## config.mk

```make
export PLATFORM = sky130hd
export DESIGN_NAME = ifetch
export DESIGN_NICKNAME = d
export VERILOG_FILES = /design/src/rtl/mips_pkg.sv /design/src/rtl/ifetch_buf.sv /design/src/rtl/ifetch.sv
export SDC_FILE = /design/constraint.sdc
export NUM_CORES = 1
export LEC_CHECK = 0
export BUFFER_PORTS_ARGS = -buffer_cell sky130_fd_sc_hd__buf_4
export CAP_MARGIN = 5
export CORE_MARGIN = 4
export CORE_UTILIZATION = 57
export DETAILED_ROUTE_END_ITERATION = 12
export PLACE_DENSITY = 0.94
export SKIP_LAST_GASP = 1
export SLEW_MARGIN = 20
export SYNTH_ARGS = -nofsm -noshare
export SYNTH_HDL_FRONTEND = slang
export SYNTH_SLANG_ARGS = --single-unit
```

## constraint.sdc

```tcl
create_clock -name clk -period 16.81 [get_ports clk]
set_input_delay 3.362 -clock clk [delete_from_list [all_inputs] [get_ports clk]]
set_output_delay 3.362 -clock clk [all_outputs]
set_load 0.01 [all_outputs]
```

## src/rtl/mips_pkg.sv

```systemverilog
// Shared constants and types for the MIPS pipeline front end.
//   ADDR_W / INST_W : address and instruction widths
//   INST_NOP        : all-zero instruction (sll $0,$0,0)
//   PC_RESET        : fetch address after reset
//   fetch_entry_t   : one fetched instruction with its address
//   ifetch_state_t  : fetch FSM states
package mips_pkg;

  localparam int unsigned ADDR_W = 32;
  localparam int unsigned INST_W = 32;

  localparam logic [INST_W-1:0] INST_NOP = 32'h0000_0000;
  localparam logic [ADDR_W-1:0] PC_RESET = 32'h0000_0000;

  typedef struct packed {
    logic [ADDR_W-1:0] addr;
    logic [INST_W-1:0] inst;
  } fetch_entry_t;

  localparam fetch_entry_t FETCH_ENTRY_RESET = '{addr: PC_RESET, inst: INST_NOP};

  typedef enum logic [1:0] {
    IDLE  = 2'd0,
    FETCH = 2'd1,
    DRAIN = 2'd2
  } ifetch_state_t;

endpackage

```

## src/rtl/ifetch_buf.sv

```systemverilog
// Skid FIFO between instruction fetch and decode.
//   clk, reset : clock, asynchronous active-high reset
//   clear      : drop all entries at the next edge (wins over push/pop)
//   push/wdata : write one entry at the tail
//   pop        : retire the head entry
//   head       : current head entry (registered storage, no bypass)
//   count      : number of valid entries
module ifetch_buf
  import mips_pkg::*;
#(
  parameter int unsigned DEPTH = 2
) (
  input  logic                           clk,
  input  logic                           reset,
  input  logic                           clear,
  input  logic                           push,
  input  logic                           pop,
  input  fetch_entry_t                   wdata,
  output fetch_entry_t                   head,
  output logic [$clog2(DEPTH+1)-1:0]     count
);

  localparam int unsigned PW = $clog2(DEPTH);
  localparam int unsigned CW = $clog2(DEPTH + 1);

  fetch_entry_t [DEPTH-1:0] mem;
  logic [PW-1:0]            rd_ptr;
  logic [PW-1:0]            wr_ptr;
  logic                     do_push;
  logic                     do_pop;

  assign do_push = push && !clear;
  assign do_pop  = pop && !clear && (count != '0);

  // Storage resets to NOP entries so the head reads {PC_RESET, INST_NOP} out of reset.
  always_ff @(posedge clk or posedge reset) begin
    if (reset) begin
      mem    <= {DEPTH{FETCH_ENTRY_RESET}};
      rd_ptr <= '0;
      wr_ptr <= '0;
      count  <= '0;
    end else if (clear) begin
      rd_ptr <= '0;
      wr_ptr <= '0;
      count  <= '0;
    end else begin
      if (do_push) begin
        mem[wr_ptr] <= wdata;
        wr_ptr      <= wr_ptr + PW'(1);
      end
      if (do_pop) begin
        rd_ptr <= rd_ptr + PW'(1);
      end
      count <= count + CW'(do_push) - CW'(do_pop);
    end
  end

  assign head = mem[rd_ptr];

endmodule

```

## src/rtl/ifetch.sv

```systemverilog
// Instruction fetch stage: issues one imem request at a time from pc,
// buffers returned instructions in a skid FIFO for decode, and handles
// branch redirects (flush), including draining an abandoned-in-flight fetch.
//   clk, reset          : clock, asynchronous active-high reset
//   pc / pc_hold        : fetch address in; hold request to the PC stage out
//   flush               : one-cycle branch redirect
//   imem_req/addr/ack/rdata : instruction memory handshake
//   stall               : decode cannot accept this cycle
//   id_valid/inst/pc/pc4: FIFO head presented to decode
module ifetch
  import mips_pkg::*;
#(
  parameter int unsigned AW    = ADDR_W,
  parameter int unsigned DW    = INST_W,
  parameter int unsigned DEPTH = 2
) (
  input  logic          clk,
  input  logic          reset,
  input  logic [AW-1:0] pc,
  output logic          pc_hold,
  input  logic          flush,
  output logic          imem_req,
  output logic [AW-1:0] imem_addr,
  input  logic          imem_ack,
  input  logic [DW-1:0] imem_rdata,
  input  logic          stall,
  output logic          id_valid,
  output logic [DW-1:0] id_inst,
  output logic [AW-1:0] id_pc,
  output logic [AW-1:0] id_pc4
);

  localparam int unsigned CW = $clog2(DEPTH + 1);

  ifetch_state_t state;
  ifetch_state_t state_next;
  logic          req_next;
  logic [AW-1:0] addr_next;
  logic          accept;
  logic          pop;
  logic          issue;
  logic [CW-1:0] count;
  logic [CW-1:0] count_next;
  fetch_entry_t  push_entry;
  fetch_entry_t  head;

  // State register.
  always_ff @(posedge clk or posedge reset) begin
    if (reset) begin
      state <= IDLE;
    end else begin
      state <= state_next;
    end
  end

  // Next state, accept/pop/issue decisions and PC hold.
  always_comb begin
    state_next = state;
    pc_hold    = 1'b1;
    accept     = 1'b0;
    pop        = id_valid && !stall && !flush;
    issue      = 1'b0;
    req_next   = imem_req;
    addr_next  = imem_addr;

    case (state)
      IDLE: begin
        state_next = FETCH;
      end
      FETCH: begin
        accept  = imem_req && imem_ack && !flush;
        pc_hold = !accept;
        // A redirect with the fetch still in flight must wait out its ack.
        if (flush && imem_req && !imem_ack) begin
          state_next = DRAIN;
        end
      end
      DRAIN: begin
        if (imem_ack) begin
          state_next = FETCH;
        end
      end
      default: begin
        state_next = IDLE;
      end
    endcase

    count_next = flush ? '0 : (count + CW'(accept) - CW'(pop));

    // A request is never issued in the cycle its predecessor completes, so pc
    // has already advanced past the accepted address when it is latched. No
    // issue during flush either: the redirect target arrives next cycle.
    issue = (state != DRAIN) && !imem_req && !flush && (count_next < CW'(DEPTH));

    if (issue) begin
      req_next  = 1'b1;
      addr_next = pc;
    end else if (imem_req && imem_ack) begin
      req_next  = 1'b0;
    end
  end

  // Memory request registers; address is held for the whole handshake.
  always_ff @(posedge clk or posedge reset) begin
    if (reset) begin
      imem_req  <= 1'b0;
      imem_addr <= AW'(PC_RESET);
    end else begin
      imem_req  <= req_next;
      imem_addr <= addr_next;
    end
  end

  assign push_entry = '{addr: ADDR_W'(imem_addr), inst: INST_W'(imem_rdata)};

  ifetch_buf #(
    .DEPTH (DEPTH)
  ) u_buf (
    .clk   (clk),
    .reset (reset),
    .clear (flush),
    .push  (accept),
    .pop   (pop),
    .wdata (push_entry),
    .head  (head),
    .count (count)
  );

  assign id_valid = (count != '0);
  assign id_inst  = DW'(head.inst);
  assign id_pc    = AW'(head.addr);
  assign id_pc4   = id_pc + AW'(4);

endmodule

```

==> flow_metrics.tcl, run 1 <==
set metrics [dict create \
    end_kind "output pin" \
    yosys.cell_types.count 42 \
    power.density_nw_per_um2 202.6 \
    stdcell_area_sq_um 10130 \
    ioPinCount 200 \
    finalMaxSlewViolations 0 \
    clock.fmax_ghz 0.1341 \
    synth_area_leaders "dfrtp_1, mux2_2, xnor2_1" \
    synthDominantCellAreaShare_pct 53.30 \
    syn2layout_area_growth_pct 29.17 \
    drc_errors 0 \
    antenna_found_initial 0 \
    clk_latency_ps 430 \
    overflow 0 \
    post-dp-hpwl_mm 13.15 \
    die_y_um 125.3 \
    dr.pass1.iters 5 \
    ys_async_sr_fraction_pct 100.0 \
    fin_skew_ps 6.197 \
    grt_first_pass_wirelength_mm 31.53 \
    reg2reg_from "state[1]" \
    core.rowCount 42 \
    path_max_fanout 3 \
    synth_edf_count 0 \
    hold-worst-slack_ps 503.8 \
    finalCritPeriodShare_pct 44.37 \
    critPathSlowestCell "nor2_1" \
    post-cts-setup-buffers 0 \
    start_util_pct 58.75 \
    r2r-end "u_buf.mem[19]" \
    cp.required_ps 13450 \
    core_area_sq_um 13350 \
    leakagePower_nw 4.668 \
    gr-max-usage-layer "met2" \
    reg2reg_slack_ps 14030 \
    crit_top_cell "buf_4" \
    ys_seq_elements 167 \
    period_needed_ps 7459 \
    avgSynthCellArea_sq_um 13.64 \
    placedInstanceArea_sq_um 9473 \
    fillCellCount 820 \
    startpoint "imem_ack" \
    cp-endpoint "pc_hold" \
    synth.largest_area_cell "dfrtp_1" \
    post_drt_wl_per_cell_um 19.85 \
    h-tree-depth 4 \
    synth_nets 648 \
    die_area_sq_um 15700 \
    grtUsageMet1_pct 30.45 \
    cp_cell_sequence "buf_4, nand4b_1, nor2_1, inv_1, buf_4" \
    status "complete, no violations" \
    peakVddDrop_mv 0.1046 \
    drtIter0Drc 355 \
    yosysMostFrequentCell "mux2_2" \
    grt_max_degree 86 \
    ys_seq_area_share_pct 53.30 \
    cts.root.buffer_cell "clkbuf_16" \
    path_clk_slew_ps 60 \
    syn_inst 575 \
    ys_warn_count 0 \
    cts_buffers 17 \
    viasPerCell 5.688 \
    cpPeakStageDelay_ps 210 \
    hold_violations 0 \
    ctsResizeCount 0 \
    vias 5449 \
    tightest_slew_ps 1018 \
    grtUsageTotal_pct 24.90 \
    setup_viol 0 \
    synth_area_sq_um 7841 \
    port_buffers 199 \
    grt_pass1_vias 6110 \
    rsz0062_at_grt "false" \
    tns_ps 0 \
    hold_class "flip-flop to flip-flop" \
    hold_start "u_buf.mem[81]" \
    relSlewSlack_pct 32.11 \
    dieWidth_um 125.3 \
    critPathLaunchType "input port" \
    wl_mm 19.02 \
    cts_sinks 167 \
    cts_tree "done" \
    synth_ff_type "dfrtp_1" \
    cts_hold_buf 0 \
    diodes 0 \
    drive_gt1_share_pct 58.95 \
    netlist_top_cells_count "mux2_2, dfrtp_1, nand2_1, buf_2" \
    nets 842 \
    gp_congestion 0.8715 \
    reg2reg_depth 6 \
    met3_usage_pct 6.908 \
    clk_path_buf_depth 2 \
    drv_cap 0 \
    worst-endpoint-arrival_ps 4100 \
    final_antenna_net_count 0 \
    use_met2_pct 42.08 \
    worstSetupPathType "input port to output pin" \
]
## logic make-up after synthesis
| logic type | Yosys count | synth area share, % |
|---|---|---|
| AO/OA/AOI/OAI | 24 | 2.074 |
| multiplexers | 223 | 31.90 |
| flip-flops | 167 | 53.30 |
| XOR/XNOR | 32 | 3.574 |
| adder cells (fa/ha/maj) | 4 | 0.6383 |
| buffers and inverters | 43 | 2.537 |
| AND/OR/NAND/NOR | 82 | 5.984 |
## layer usage
metal | wire (um) | up-vias
met4 | 422 | 0
met3 | 1301 | 43
met5 | 0 | -
met2 | 9823 | 230
li1 | - | 2443
met1 | 7473 | 2733
## final cells by class
type                            count  area [sq um]  area share, %
Clock buffer                       18         429.2          4.237
Multi-Input combinational cell    365          3481          34.37
Timing Repair Buffer              204          1535          15.16
Tap cell                          176         220.2          2.174
Sequential cell                   167          4183          41.30
Clock inverter                     14         222.7          2.199
Inverter                           14         57.56         0.5682
## registers in the layout, summed over array words and instances, names as in the netlist
name          count
u_buf.count       2
u_buf.rd_ptr      1
u_buf.wr_ptr      1
imem_req          1
imem_addr        32
u_buf.mem       128
state             2
## through the flow
stage	std cells	power, mW	utilization [%]	setup WS, ps
final	958	2.052	75.88	9351
after global routing	958	2.165	75.88	9274
after floorplan	575	1.206	-	8930
after global placement	926	1.568	70.97	9365
after CTS	958	2.066	75.85	9351
after detailed placement	926	1.625	70.97	9359
## power breakdown
part | switching [mW] | internal [mW] | leakage [nW]
registers | 0.153 | 0.591 | 2.07
clock network | 0.164 | 0.265 | 0.305
logic | 0.381 | 0.498 | 2.29
total | 0.698 | 1.35 | 4.67
## worst min-delay path by stage
stage                     depth (start not counted)  slack (ps)       endpoint
after floorplan                                   1         470       state[0]
final                                             1         500  u_buf.mem[81]
after global routing                              1         520  u_buf.mem[63]
after CTS                                         1         510  u_buf.mem[63]
after global placement                            1         480  u_buf.mem[88]
after detailed placement                          1         490  u_buf.mem[92]
## cell usage in the layout (no fill, tap or decap), types with 7 or more instances in the layout
master	count
mux2_2	215
buf_4	203
dfrtp_1	166
nand2_1	21
clkbuf_16	17
xnor2_1	16
xor2_1	16
inv_1	13
nand3_1	13
nor2_1	9
mux2i_1	8
nand3b_1	7
nor3_1	7
## worst max-delay path: cells and delay by family
kind	cells	cell delay (ps)
and+or+nand+nor	2	360
buffers and inverters	3	370
No activity file was read; power rests on OpenSTA's default activity.
==> run 2, diff against run 1 <==
--- a/config.mk
+++ b/config.mk
@@ -8,9 +8,9 @@
 export BUFFER_PORTS_ARGS = -buffer_cell sky130_fd_sc_hd__buf_4
 export CAP_MARGIN = 5
 export CORE_MARGIN = 4
-export CORE_UTILIZATION = 57
+export CORE_UTILIZATION = 53
 export DETAILED_ROUTE_END_ITERATION = 12
-export PLACE_DENSITY = 0.94
+export PLACE_DENSITY = 0.89
 export SKIP_LAST_GASP = 1
 export SLEW_MARGIN = 20
 export SYNTH_ARGS = -nofsm -noshare
==> constraint.sdc (replaced) <==
create_clock -name clk -period 7.45 [get_ports clk]
set_input_delay 1.49 -clock clk [delete_from_list [all_inputs] [get_ports clk]]
set_output_delay 1.49 -clock clk [all_outputs]
set_load 0.01 [all_outputs]
==> flow_metrics.tcl, run 2 (synthesis gave the netlist of run 1 again) <==
set metrics [dict create \
    dr.pass1.iters 4 \
    period_needed_ps 5023 \
    start_util_pct 53.95 \
    port_buffers 199 \
    drc_errors 0 \
    dieWidth_um 129.6 \
    cts_sinks 167 \
    die_y_um 129.6 \
    critPathSlowestCell "buf_4" \
    rsz0062_at_grt "false" \
    power_mw 4.442 \
    final_cells 966 \
    grt_max_degree 92 \
    cts_tree "done" \
    ctsResizeCount 0 \
    final-seq-area_sq_um 4183 \
    drtIter0Drc 307 \
    viasPerCell 5.534 \
    grt_pass1_vias 5696 \
    utilization_pct 68.95 \
    path_buf_inv 2 \
    power.density_nw_per_um2 443.3 \
    die_area_sq_um 16810 \
    clk_latency_ps 420 \
    path_clk_slew_ps 70 \
    hold_class "flip-flop to flip-flop" \
    core.rowCount 44 \
    syn2layout_area_growth_pct 27.80 \
    grtUsageTotal_pct 22.29 \
    critPathLaunchType "flip-flop" \
    worstSetupPathType "flip-flop to output pin" \
    h-tree-depth 4 \
    placedCellCount 934 \
    clock.fmax_ghz 0.1991 \
    final_cell_mix "mux2_2, buf_4, dfrtp_1" \
    wl_mm 18.26 \
    gp_congestion 0.8753 \
    post_drt_wl_per_cell_um 18.90 \
    fin_skew_ps 9.618 \
    top_register "u_buf.mem" \
    end_kind "output pin" \
    finalMaxSlewViolations 0 \
    hold_violations 0 \
    grt_first_pass_wirelength_mm 29.30 \
    overflow 0 \
    antenna_found_initial 0 \
    worst-endpoint-arrival_ps 3530 \
    finalCritPeriodShare_pct 67.42 \
    cp_cell_sequence "buf_4, nand4_1, a221oi_1, nand4_1, nor4b_1, xor2_1, buf_4" \
    clk_path_buf_depth 2 \
    path_delay_family "simple AND/OR/NAND/NOR gates" \
    cp.required_ps 5960 \
    drive_gt1_share_pct 58.31 \
    path_max_fanout 80 \
    fillCellCount 1014 \
    ioPinCount 200 \
    status "complete, no violations" \
    multi_input_area_sq_um 3481 \
    cts_buffers 17 \
    core_area_sq_um 14530 \
    drv_cap 0 \
    relSlewSlack_pct 33.96 \
    setup_viol 0 \
    tns_ps 0 \
    nets 842 \
    post-cts-setup-buffers 0 \
    peakVddDrop_mv 0.2042 \
    layout_commonest_cell "mux2_2" \
    reg_top3 "u_buf.mem x128, imem_addr x32" \
    cts.root.buffer_cell "clkbuf_16" \
    post-dp-hpwl_mm 12.81 \
    cts_hold_buf 0 \
    vias 5346 \
    largest_register_ffs 128 \
    tightest_slew_ps 990.6 \
    diodes 0 \
    cpPeakStageDelay_ps 800 \
    leakagePower_nw 4.617 \
    final_antenna_net_count 0 \
]
==> run 2: area by class of cell <==
type                       count  share of cell area, %
multi-input combinational    365                  34.74
inverter                      14                 0.5744
timing repair buffer         204                  15.28
clock buffer                  24                  4.607
tap                          184                  2.297
sequential                   167                  41.74
clock inverter                 8                 0.7616
==> run 2: metal layers <==
layer	vias up	wire length [um]	global-route usage, %
met3	25	1159	6.348
met4	0	314	6.663
met5	-	0	0
li1	2450	-	-
met2	162	9410	38.37
met1	2709	7372	27.39
==> run 2: path summary, 6_finish.rpt <==
kind,start,end,slack [ps],cells past startpoint
setup / recovery,u_buf.rd_ptr,id_pc4[28],2430,7
hold reg to reg,u_buf.mem[97],u_buf.mem[97],500,1
hold / removal,u_buf.mem[97],u_buf.mem[97],500,1
setup reg to reg,u_buf.count[1],imem_addr[31],4620,8
max in group asynchronous,reset,u_buf.mem[125],4750,3
min in group asynchronous,reset,u_buf.mem[13],1210,2
==> run 2: where the power goes <==
| group | total, mW | leakage [nW] | internal, mW | switching (mW) |
|---|---|---|---|---|
| logic | 1.96 | 2.29 | 1.12 | 0.840 |
| registers | 1.67 | 2.07 | 1.33 | 0.338 |
| clock network | 0.807 | 0.254 | 0.467 | 0.340 |
==> run 2: per-stage QoR <==
stage | hold WS, ps | cell area (sq um) | setup slack (ps)
floorplan | 470.7 | 7841 | 1442
global placement | 483.6 | 9483 | 2941
detailed placement | 490.7 | 9483 | 2918
CTS | 504.7 | 10020 | 2440
global route | 520.6 | 10020 | 2099
finish | 500.4 | 10020 | 2427
==> run 3, diff against run 2 <==
==> constraint.sdc (replaced) <==
create_clock -name clk -period 5.1 [get_ports clk]
set_input_delay 1.02 -clock clk [delete_from_list [all_inputs] [get_ports clk]]
set_output_delay 1.02 -clock clk [all_outputs]
set_load 0.01 [all_outputs]
==> flow_metrics.tcl, run 3 (synthesis gave the netlist of run 1 again) <==
set metrics [dict create \
    status "complete, no violations" \
    core.rowCount 44 \
    drv_cap 0 \
    path_clk_slew_ps 60 \
    placedCellCount 936 \
    grt_first_pass_wirelength_mm 29.46 \
    top_register "u_buf.mem" \
    syn2layout_area_growth_pct 28.74 \
    post_drt_wl_per_cell_um 18.98 \
    worst-endpoint-arrival_ps 3450 \
    drc_errors 0 \
    clock.fmax_ghz 0.2238 \
    dr.pass1.iters 4 \
    h-tree-depth 4 \
    finalMaxSlewViolations 0 \
    path_max_fanout 53 \
    cp.required_ps 4080 \
    period_needed_ps 4467 \
    critPathLaunchType "flip-flop" \
    pwr-share-seq_pct 37.3 \
    die_area_sq_um 16810 \
    start_util_pct 53.95 \
    final_antenna_net_count 0 \
    drtIter0Drc 348 \
    cts_sinks 167 \
    finalCritPeriodShare_pct 87.60 \
    ctsResizeCount 0 \
    grt_pass1_vias 5668 \
    viasPerCell 5.490 \
    tns_ps 0 \
    power.density_nw_per_um2 651.7 \
    wl_mm 18.37 \
    worstSetupPathType "flip-flop to output pin" \
    port_buffers 199 \
    core_area_sq_um 14530 \
    die_y_um 129.6 \
    cts_hold_buf 0 \
    tightest_slew_ps 969.8 \
    layout_commonest_cell "mux2_2" \
    ioPinCount 200 \
    antenna_found_initial 0 \
    p_clk_share_pct 19.2 \
    largest_register_ffs 128 \
    gp_congestion 0.8735 \
    cts.root.buffer_cell "clkbuf_16" \
    hold_class "flip-flop to flip-flop" \
    overflow 0 \
    grtUsageTotal_pct 22.44 \
    end_kind "output pin" \
    rsz0062_at_grt "false" \
    grt_max_degree 168 \
    clk_latency_ps 420 \
    post-cts-setup-buffers 0 \
    final_cell_mix "mux2_2, buf_4, dfrtp_1" \
    relSlewSlack_pct 35.20 \
    peakVddDrop_mv 0.3251 \
    fin_skew_ps 6.403 \
    internal_power_mw 4.360 \
    final_cells 968 \
    hold_violations 0 \
    drive_gt1_share_pct 58.93 \
    cts_buffers 17 \
    cts_tree "done" \
    vias 5314 \
    p_comb_share_pct 43.5 \
    switching_share_pct 33.72 \
    clk_path_buf_depth 2 \
    nets 844 \
    dieWidth_um 129.6 \
    setup_viol 0 \
    leakagePower_nw 4.666 \
    post-dp-hpwl_mm 12.93 \
    power.net_switching_mw 2.218 \
    diodes 0 \
    reg_top3 "u_buf.mem x128, imem_addr x32" \
]
[run 3: critical path: stages (launching register included)]
cell and delay (ps):
dfrtp_4 810, mux2i_1 200, inv_1 110, ha_1 230, nand4_1 140, a22oi_1 380, nand4_1 400, nor4b_1 440
xor2_1 180, buf_4 140
[run 3: layout make-up]
| class | instances | area (sq um) |
|---|---|---|
| fillers | 1060 | 4439 |
| well taps | 184 | 230.2 |
| repair buffers | 206 | 1559 |
| multi-input cells | 365 | 3481 |
| inverters | 14 | 56.30 |
| clock inverters | 9 | 97.59 |
| flip-flops and latches | 167 | 4183 |
| clock buffers | 23 | 488.0 |
[run 3: worst paths after layout]
check | startpoint | endpoint | slack (ps) | cells past startpoint
min | u_buf.mem[5] | u_buf.mem[5] | 500 | 1
min reg2reg | u_buf.mem[5] | u_buf.mem[5] | 500 | 1
min in group asynchronous | reset | u_buf.mem[77] | 840 | 3
max in group asynchronous | reset | u_buf.rd_ptr | 3510 | 3
max reg2reg | imem_req | u_buf.mem[32] | 2390 | 6
max | u_buf.rd_ptr | id_pc4[28] | 630 | 9
[run 3: power groups by stage]
stage	clock, mW	combinational [mW]	sequential, mW
final	1.26	2.86	2.45
after global routing	1.35	3.09	2.54
after CTS	1.29	2.90	2.45
after detailed placement	0	2.89	2.46
after global placement	0	2.80	2.39
after floorplan	0	1.64	2.34
[run 3: metal layers]
layer | wire length [um] | GRT usage (%) | vias up | share of wire (%)
met5 | 0 | 0 | - | 0
met4 | 227 | 5.929 | 0 | 1.2
met3 | 1200 | 6.678 | 19 | 6.5
met2 | 9378 | 38.22 | 162 | 51
met1 | 7565 | 28.15 | 2685 | 41
li1 | - | - | 2448 | -
[run 3: per-stage QoR]
| step | hold slack [ps] | total power [mW] | worst slack (ps) | util [%] | instance area, sq um |
|---|---|---|---|---|---|
| 2_1_floorplan | 470.7 | 3.974 | 874.6 | - | 7845 |
| 3_3_place_gp | 483.1 | 5.194 | 1165 | 65.43 | 9509 |
| 3_5_place_dp | 492.6 | 5.348 | 1123 | 65.43 | 9509 |
| 4_1_cts | 507.3 | 6.640 | 646.2 | 69.46 | 10090 |
| 5_1_grt | 512.4 | 6.975 | 360.6 | 69.46 | 10090 |
| 6_report | 503.4 | 6.579 | 632.5 | 69.46 | 10090 |
